$ cat src/rtl/riscv_pkg.sv
// Shared RV32I load encodings and the load-unit FSM state type.
// Imported by the load extender, the load unit top and its bench.
package riscv_pkg;

  localparam logic [2:0] F3_LB  = 3'b000;
  localparam logic [2:0] F3_LH  = 3'b001;
  localparam logic [2:0] F3_LW  = 3'b010;
  localparam logic [2:0] F3_LBU = 3'b100;
  localparam logic [2:0] F3_LHU = 3'b101;

  typedef enum logic [1:0] {
    ST_IDLE = 2'd0,
    ST_WAIT = 2'd1,
    ST_HOLD = 2'd2,
    ST_ERR  = 2'd3
  } state_t;

endpackage

$ cat src/rtl/load_extender.sv
// Combinational byte-lane select and sign/zero extension for RV32I loads.
// Also flags misaligned lanes and illegal funct3 codes; shared with the store path checker.
module load_extender
  import riscv_pkg::*;
#(
  parameter int DATA_W = 32
) (
  input  logic [2:0]        funct3,
  input  logic [1:0]        addr_lo,
  input  logic [DATA_W-1:0] word,
  output logic [DATA_W-1:0] data,
  output logic              misal
);

  logic [7:0]  byte_sel;
  logic [15:0] half_sel;

  always_comb begin
    byte_sel = word[7:0];
    case (addr_lo)
      2'd0:    byte_sel = word[7:0];
      2'd1:    byte_sel = word[15:8];
      2'd2:    byte_sel = word[23:16];
      default: byte_sel = word[31:24];
    endcase
    half_sel = addr_lo[1] ? word[31:16] : word[15:0];
  end

  always_comb begin
    data  = '0;
    misal = 1'b0;
    case (funct3)
      F3_LB: begin
        data = {{(DATA_W-8){byte_sel[7]}}, byte_sel};
      end
      F3_LBU: begin
        data = {{(DATA_W-8){1'b0}}, byte_sel};
      end
      F3_LH: begin
        data  = {{(DATA_W-16){half_sel[15]}}, half_sel};
        misal = addr_lo[0];
      end
      F3_LHU: begin
        data  = {{(DATA_W-16){1'b0}}, half_sel};
        misal = addr_lo[0];
      end
      F3_LW: begin
        data  = word;
        misal = (addr_lo != 2'd0);
      end
      // Reserved load encodings are reported through the same flag.
      default: begin
        data  = '0;
        misal = 1'b1;
      end
    endcase
  end

endmodule

$ cat src/rtl/mdr_load_unit.sv
// Memory data register for the multicycle datapath: waits for memory read data,
// extends it per the load type and holds it until the register-file side takes it.
module mdr_load_unit
  import riscv_pkg::*;
#(
  parameter int DATA_W  = 32,
  parameter int TIMEOUT = 16
) (
  input  logic              clk,
  input  logic              reset,
  input  logic              ld_req,
  input  logic [2:0]        ld_funct3,
  input  logic [1:0]        addr_lo,
  input  logic [DATA_W-1:0] mem_rdata,
  input  logic              mem_valid,
  input  logic              ld_ack,
  input  logic              err_clr,
  output logic              busy,
  output logic [DATA_W-1:0] data_out,
  output logic              data_valid,
  output logic              err_misal,
  output logic              err_tmo,
  output state_t            fsm_state
);

  localparam int CNT_W = $clog2(TIMEOUT + 1);
  localparam logic [CNT_W-1:0] CNT_LAST = CNT_W'(TIMEOUT - 1);

  if (DATA_W != 32) begin : g_bad_width
    $error("mdr_load_unit: only DATA_W = 32 is supported");
  end
  if (TIMEOUT < 1 || TIMEOUT > 65535) begin : g_bad_timeout
    $error("mdr_load_unit: TIMEOUT must be in 1..65535");
  end

  state_t            state_q, state_d;
  logic [CNT_W-1:0]  cnt_q, cnt_d;
  logic [2:0]        f3_q, f3_d;
  logic [1:0]        lane_q, lane_d;
  logic [DATA_W-1:0] data_d;
  logic              busy_d, valid_d, misal_d, tmo_d;
  logic              take_req;

  logic [2:0]        ext_f3;
  logic [1:0]        ext_lane;
  logic [DATA_W-1:0] ext_data;
  logic              ext_misal;

  // While waiting, extend with the latched request; otherwise check the incoming one.
  assign ext_f3   = (state_q == ST_WAIT) ? f3_q   : ld_funct3;
  assign ext_lane = (state_q == ST_WAIT) ? lane_q : addr_lo;

  load_extender #(
    .DATA_W (DATA_W)
  ) u_ext (
    .funct3  (ext_f3),
    .addr_lo (ext_lane),
    .word    (mem_rdata),
    .data    (ext_data),
    .misal   (ext_misal)
  );

  // Handshakes: memory side transfers on a cycle with mem_valid=1 while busy;
  // consumer side transfers on a cycle with data_valid=1 and ld_ack=1.
  // data_out/data_valid never change while data_valid=1 and ld_ack=0.
  always_comb begin
    state_d  = state_q;
    cnt_d    = cnt_q;
    f3_d     = f3_q;
    lane_d   = lane_q;
    data_d   = data_out;
    misal_d  = err_misal;
    tmo_d    = err_tmo;
    take_req = 1'b0;

    case (state_q)
      ST_IDLE: begin
        take_req = ld_req;
      end
      ST_WAIT: begin
        if (mem_valid) begin
          data_d  = ext_data;
          state_d = ST_HOLD;
        end else if (cnt_q == CNT_LAST) begin
          state_d = ST_ERR;
          tmo_d   = 1'b1;
        end else begin
          cnt_d = cnt_q + CNT_W'(1);
        end
      end
      ST_HOLD: begin
        if (ld_ack) begin
          state_d  = ST_IDLE;
          take_req = ld_req;
        end
      end
      ST_ERR: begin
        if (err_clr) begin
          state_d = ST_IDLE;
          misal_d = 1'b0;
          tmo_d   = 1'b0;
        end
      end
      default: begin
        state_d = ST_IDLE;
      end
    endcase

    // A HOLD exit with a pending request goes straight to WAIT/ERR, no IDLE bubble.
    if (take_req) begin
      f3_d   = ld_funct3;
      lane_d = addr_lo;
      cnt_d  = '0;
      if (ext_misal) begin
        state_d = ST_ERR;
        misal_d = 1'b1;
      end else begin
        state_d = ST_WAIT;
      end
    end

    busy_d  = (state_d == ST_WAIT);
    valid_d = (state_d == ST_HOLD);
  end

  always_ff @(posedge clk or negedge reset) begin
    if (!reset) begin
      state_q    <= ST_IDLE;
      cnt_q      <= '0;
      f3_q       <= '0;
      lane_q     <= '0;
      busy       <= 1'b0;
      data_out   <= '0;
      data_valid <= 1'b0;
      err_misal  <= 1'b0;
      err_tmo    <= 1'b0;
    end else begin
      state_q    <= state_d;
      cnt_q      <= cnt_d;
      f3_q       <= f3_d;
      lane_q     <= lane_d;
      busy       <= busy_d;
      data_out   <= data_d;
      data_valid <= valid_d;
      err_misal  <= misal_d;
      err_tmo    <= tmo_d;
    end
  end

  assign fsm_state = state_q;

endmodule

$ cat config.mk
export PLATFORM = sky130hd
export DESIGN_NAME = mdr_load_unit
export DESIGN_NICKNAME = d
export VERILOG_FILES = /design/src/rtl/riscv_pkg.sv /design/src/rtl/load_extender.sv /design/src/rtl/mdr_load_unit.sv
export SDC_FILE = /design/constraint.sdc
export NUM_CORES = 1
export LEC_CHECK = 0
export CELL_PAD_IN_SITES_DETAIL_PLACEMENT = 0
export CELL_PAD_IN_SITES_GLOBAL_PLACEMENT = 2
export CORE_MARGIN = 4
export CORE_UTILIZATION = 32
export DETAILED_ROUTE_END_ITERATION = 8
export GPL_ROUTABILITY_DRIVEN = 0
export PLACE_DENSITY_LB_ADDON = 0.05
export SYNTH_ARGS = -nofsm -noshare
export SYNTH_HDL_FRONTEND = slang
export SYNTH_HIERARCHICAL = 1
export SYNTH_SLANG_ARGS = --single-unit
$ cat constraint.sdc
create_clock -name clk -period 5.5 [get_ports clk]
set_input_delay 0.825 -clock clk [delete_from_list [all_inputs] [get_ports clk]]
set_output_delay 0.825 -clock clk [all_outputs]
set_load 0.01 [all_outputs]
* Yosys cells after proc, flatten, opt, wreduce, memory -nomap -nowiden *
Index checks and enable logic that the tools add are counted.

cells by class
  $add $sub $neg = 1
  equal/unequal tests = 17
  mux-type cells = 27
  reductions and logical operators = 11

operators with widths
  cell                                                  count
  case mux 32 bit (5 select lines)                      1
  case mux 8 bit (3 select lines)                       1
  2-to-1 mux 5 bit                                      4
  2-to-1 mux 16 bit                                     1
  2-to-1 mux 2 bit                                      7
  equality test 2 bit (second input constant)           4
  2-to-1 mux 1 bit                                      8
  equality test 2 x 1 -> 1 bit (second input constant)  3
  equality test 3 bit (second input constant)           2
  != test 2 bit (second input constant)                 3
  case mux 2 bit (3 select lines)                       1
  nonzero test 2 bit                                    3
  adder 5 x 1 -> 5 bit (second input constant)          1
  equality test 5 x 4 -> 1 bit (second input constant)  1
  zero test 2 bit                                       2
  != test 2 x 1 -> 1 bit (second input constant)        2
  case mux 1 bit (2 select lines)                       2
  AND reduction 4 bit                                   1
  OR reduction 2 bit                                    2
  equality test 3 x 1 -> 1 bit (second input constant)  1
  equality test 3 x 2 -> 1 bit (second input constant)  1
  zero test 3 bit                                       1
  2-to-1 mux 3 bit                                      1
  case mux 1 bit (3 select lines)                       1
  other kinds (2)                                       2

storage, ports and cells
  flip-flop bits (word level) = 48
  input port bits = 43
  output and inout bits = 38
  logic and storage cells = 65

* Depth between registers and ports, before layout *
  depth in word-level cells = 8
  mapped depth = 10
  mapped depth without buffers = 6

* Modules after synthesis *
The synthesis kept the hierarchy.

by module, submodules not included
  module         times used  cells an instance  area an instance (sq um)  sequential area each (sq um)
  mdr_load_unit  1           139                1981.9                    1201.2
  load_extender  1           78                 685.7                     0.0

* Least setup slack after synthesis *
No wires, ideal clock.

  path kind = flip-flop to flip-flop
  from = register state_q[1], in the netlist fsm_state[1]
  to = register data_out[15]
  library setup time = 0.125 ns
  arrival time = 2.478 ns
  required time = 5.375 ns
  path slack = 2.897 ns
  stages on the path, launching flop included = 9
  buffers on the path = 2
  clock period less this slack = 2.603 ns
  cells stage by stage = dfrtp_1 > and2b_1 > clkbuf_1 > mux2_2 > buf_2 > mux4_2 > nor3b_2 > a311o_1 > mux2_2

on the way
  longest elaborated chain between the ends = 5
  elaborated cells on any way between the ends = 15
  those cells by class = eq/ne: 7; mux: 5; reduce/logical: 3

RTL lines
  element                                            line                  text
  start, declared                                    mdr_load_unit.sv:36   state_t state_q, state_d;
  start signal, assigned                             mdr_load_unit.sv:138  state_q <= state_d;
  equality test 2 x 1 -> 1 bit (*)                   mdr_load_unit.sv:51   assign ext_lane = (state_q == ST_WAIT) ? lane_q : addr_lo;
  2-to-1 mux 2 bit (*)                               mdr_load_unit.sv:51
  via ext_lane[1]                                    mdr_load_unit.sv:45   logic [1:0] ext_lane;
  equality test 2 bit, or another cell as far along  load_extender.sv:20   case (addr_lo)
  case mux 8 bit (3 select lines)                    load_extender.sv:20
  case mux 32 bit (5 select lines) (*)               load_extender.sv:32   case (funct3)
  via ext_data[15]                                   mdr_load_unit.sv:46   logic [DATA_W-1:0] ext_data;
  end signal, assigned                               mdr_load_unit.sv:143  data_out <= data_d;
  end, declared                                      mdr_load_unit.sv:19   output logic [DATA_W-1:0] data_out,

Mark *: on every way through the listed nets, which the timed path passes. The rest lies on a longest branch.
A chain may end at the register's enable or synchronous reset.

* Worst setup path in the final report *
  from = register state_q[0], in the netlist fsm_state[0]
  to = register data_out[1]

on the way
  elaborated cells on any way between the ends = 15
  those cells by class = eq/ne: 7; mux: 5; reduce/logical: 3

RTL lines
  element                                                     line                 text
  equality test 2 x 1 -> 1 bit (*)                            mdr_load_unit.sv:50  assign ext_f3 = (state_q == ST_WAIT) ? f3_q : ld_funct3;
  2-to-1 mux 3 bit (*)                                        mdr_load_unit.sv:50
  via ext_f3[1]                                               mdr_load_unit.sv:44  logic [2:0] ext_f3;
  equality test 3 x 2 -> 1 bit, or another cell as far along  load_extender.sv:32
  case mux 32 bit (5 select lines) (*)                        load_extender.sv:32
  via ext_data[1]                                             mdr_load_unit.sv:46

Marks and branches as above.

==> results_dict.tcl <==
set metrics [dict create \
    outcome "completed" \
    cts_tree "built" \
    cts_resized 0 \
    hold_violations 0 \
    grt-ovfl-total 0 \
    maxCapViolCount 0 \
    p_seq_share_pct 31.4 \
    cpMostUsedCell "mux2_2" \
    synth_area_per_cell_um2 12.3 \
    rsz0062_at_grt "no" \
    whs_path_depth 1 \
    layout-area-overhead-vs-synth_pct 36.0 \
    synth_edf_count 0 \
    fin_setup_tns_ns 0 \
    die_y_um 99.3 \
    critPathArrivalTime_ns 3.04 \
    holdPathEnd "err_misal" \
    grt_util_met1_pct 22.4 \
    htreeDepth 2 \
    powerDensity_mw_per_mm2 521 \
    instances_no_fill 399 \
    clkSinkCount 48 \
    rows 33 \
    ff_latch_area_mm2 0.00120 \
    grt_util_met2_pct 19.7 \
    yosysWarnings 6 \
    postCtsSetupBuffers 0 \
    critPathLaunchType "flip-flop" \
    drc 0 \
    drt_iter0_markers 36 \
    cp.required_ns 5.69 \
    pin_count 81 \
    p_sw_share_pct 35.3 \
    ys_ff_latch 48 \
    slowest_stage "dfrtp_1" \
    switchingPower_uw 667 \
    core-area_mm2 0.00818 \
    critical_path_buf_inv_count 1 \
    holdCritPathClass "flip-flop to flip-flop" \
    ctsHoldBuffers 0 \
    tightest_slew_ns 0.814 \
    yosysUniqueCellTypes 46 \
    clkLatencyLatePin_ns 0.30 \
    max_freq_mhz 350 \
    via_per_inst 4.93 \
    rr_endpoint "data_out[1]" \
    rrSetupSlack_ns 2.64 \
    crit_family "multiplexers" \
    num-fill-cells 777 \
    leakage_nw 1.61 \
    yosysSeqAreaShare_pct 45.0 \
    hpwlAfterDp_um 5070 \
    setup_slack_ns 2.64 \
    final_antenna_net_count 0 \
    path_clk_slew_ns 0.09 \
    place_inst 391 \
    reg2reg_depth 7 \
    use_met3_pct 4.98 \
    relSlewSlack_pct 45.7 \
    die_x_um 99.3 \
    clkPwrFrac_pct 11.7 \
    pre_cts_ws_ns 2.32 \
    start_util_pct 32.6 \
    drt_pass1_iterations 4 \
    p_total_mw 1.89 \
    grt_pass1_vias 2040 \
    synthFlopType "dfrtp_1" \
    finalWirelength_um 7180 \
    die-area_mm2 0.00986 \
    antennaDiodeCount 0 \
    drive_above_1_share_pct 29.3 \
    slowest_delay_ns 0.55 \
    route.vias.total 1967 \
    cts_root_buffer "clkbuf_8" \
    synthCells 217 \
    critical_path_peak_fanout 25 \
    synth_area_mm2 0.00267 \
    cts_buffers 5 \
    portBuffers 80 \
    routedWlPerCell_um 18.0 \
    nNetsFinal 338 \
    grt_pass1_wl_um 11300 \
    crit_type "flip-flop to flip-flop" \
    hp-start "err_misal" \
    r2r-start "fsm_state[0]" \
    cp_cell_sequence "and2b_1 > mux2_2 > nor3b_2 > buf_4 > o21bai_2 > a221o_1 > mux2_2" \
    drv_slew 0 \
    ys_async_sr_fraction_pct 100 \
    min_period_ns 2.86 \
    grt_max_degree 49 \
    antenna_found_initial 0 \
    finalCritPeriodShare_pct 51.9 \
    grt_use_total_pct 14.6 \
    clock_skew_ns 0.0141 \
    clockBufferDepth 2 \
    top_usage_layer "met1" \
    internal-power_mw 1.22 \
    synth_fp_nets 262 \
    setup_viol_count_final 0 \
    power_frac_comb_pct 56.9 \
    peakVddDrop_uv 194 \
    multiInputGateArea_mm2 0.00136 \
    end_kind "flip-flop" \
]
==> cell families (layout without fill, tap and decap cells) <==
logic type | after synthesis | in the layout | synth area share [%]
mux | 54 | 54 | 22.8
compound gates | 52 | 52 | 17.2
flops | 48 | 48 | 45.0
simple gates | 41 | 41 | 10.0
buf+inv | 20 | 97 | 3.94
fa+ha+maj | 2 | 2 | 0.938
==> power by group through the flow <==
stage | clock, mW | sequential [mW] | combinational (mW)
after CTS | 0.234 | 0.596 | 1.09
after global routing | 0.248 | 0.616 | 1.17
after floorplan | 0 | 0.633 | 0.655
after global placement | 0 | 0.601 | 1.08
final | 0.221 | 0.593 | 1.07
after detailed placement | 0 | 0.602 | 1.08
==> layer usage <==
layer	wire, um	vias up
li1	-	958
met1	3760	954
met2	2920	51
met3	447	4
met4	47	0
met5	0	-
==> layout make-up <==
| class | instances | area share, % |
|---|---|---|
| clock inverter | 1 | 0.207 |
| multi-input combinational | 149 | 37.5 |
| inverter | 6 | 0.621 |
| sequential | 48 | 33.1 |
| timing repair buffer | 83 | 22.6 |
| tap | 105 | 3.62 |
| clock buffer | 7 | 2.38 |
==> synth_stat cells (3+ instances only) <==
| cell | n | area share, % |
|---|---|---|
| buf_2 | 5 | 0.94 |
| nor3b_2 | 3 | 1.4 |
| mux2i_1 | 8 | 3.0 |
| a21o_2 | 16 | 5.3 |
| nor2b_1 | 10 | 2.3 |
| a211o_1 | 4 | 1.3 |
| dfrtp_1 | 48 | 45 |
| clkbuf_1 | 4 | 0.56 |
| mux2_2 | 45 | 19 |
| o22ai_1 | 3 | 0.70 |
| nor2_1 | 8 | 1.1 |
| or2_2 | 4 | 0.94 |
| o21ai_0 | 4 | 0.75 |
| a221o_1 | 11 | 4.1 |
| inv_1 | 6 | 0.84 |
==> stage by stage <==
stage	util [%]	cell area [um^2]	hold WS, ns
2_1_floorplan	-	2670	0.475
3_3_place_gp	43.2	3530	0.469
3_5_place_dp	43.2	3530	0.469
4_1_cts	44.4	3630	0.492
5_1_grt	44.4	3630	0.519
6_report	44.4	3630	0.484
==> sequential cells by signal, summed over array words and instances, names as in the netlist <==
register	cells
busy	1
cnt_q	5
data_out	32
fsm_state	2
err_tmo	1
f3_q	3
lane_q	2
data_valid	1
err_misal	1
==> layout by cell type (no fill, tap or decap), types with 2 or more instances in the layout <==
| cell type | count |
|---|---|
| a221o_1 | 11 |
| dfrtp_1 | 48 |
| nor2_1 | 8 |
| mux2i_1 | 8 |
| o22ai_1 | 3 |
| clkdlybuf4s50_1 | 79 |
| ha_1 | 2 |
| nor3b_1 | 2 |
| mux2_2 | 45 |
| clkbuf_8 | 6 |
| inv_1 | 6 |
| nor2b_1 | 10 |
| nand2_1 | 2 |
| or2_2 | 4 |
| nor3b_2 | 3 |
| o21ai_0 | 4 |
| o21a_1 | 2 |
| buf_4 | 3 |
| a211o_1 | 4 |
| and2_1 | 2 |
| a21o_2 | 16 |
==> worst max path at each step <==
| stage | depth (start not counted) | slack (ns) | from | end |
|---|---|---|---|---|
| 3_3_place_gp | 6 | 2.35 | addr_lo[1] | data_out[13] |
| 5_1_grt | 7 | 2.52 | fsm_state[0] | data_out[5] |
| 2_1_floorplan | 8 | 2.90 | fsm_state[1] | data_out[15] |
| 6_report | 7 | 2.64 | fsm_state[0] | data_out[1] |
| 3_5_place_dp | 6 | 2.32 | addr_lo[1] | data_out[15] |
| 4_1_cts | 7 | 2.62 | fsm_state[0] | data_out[0] |
No activity file was read; power rests on OpenSTA's default activity.
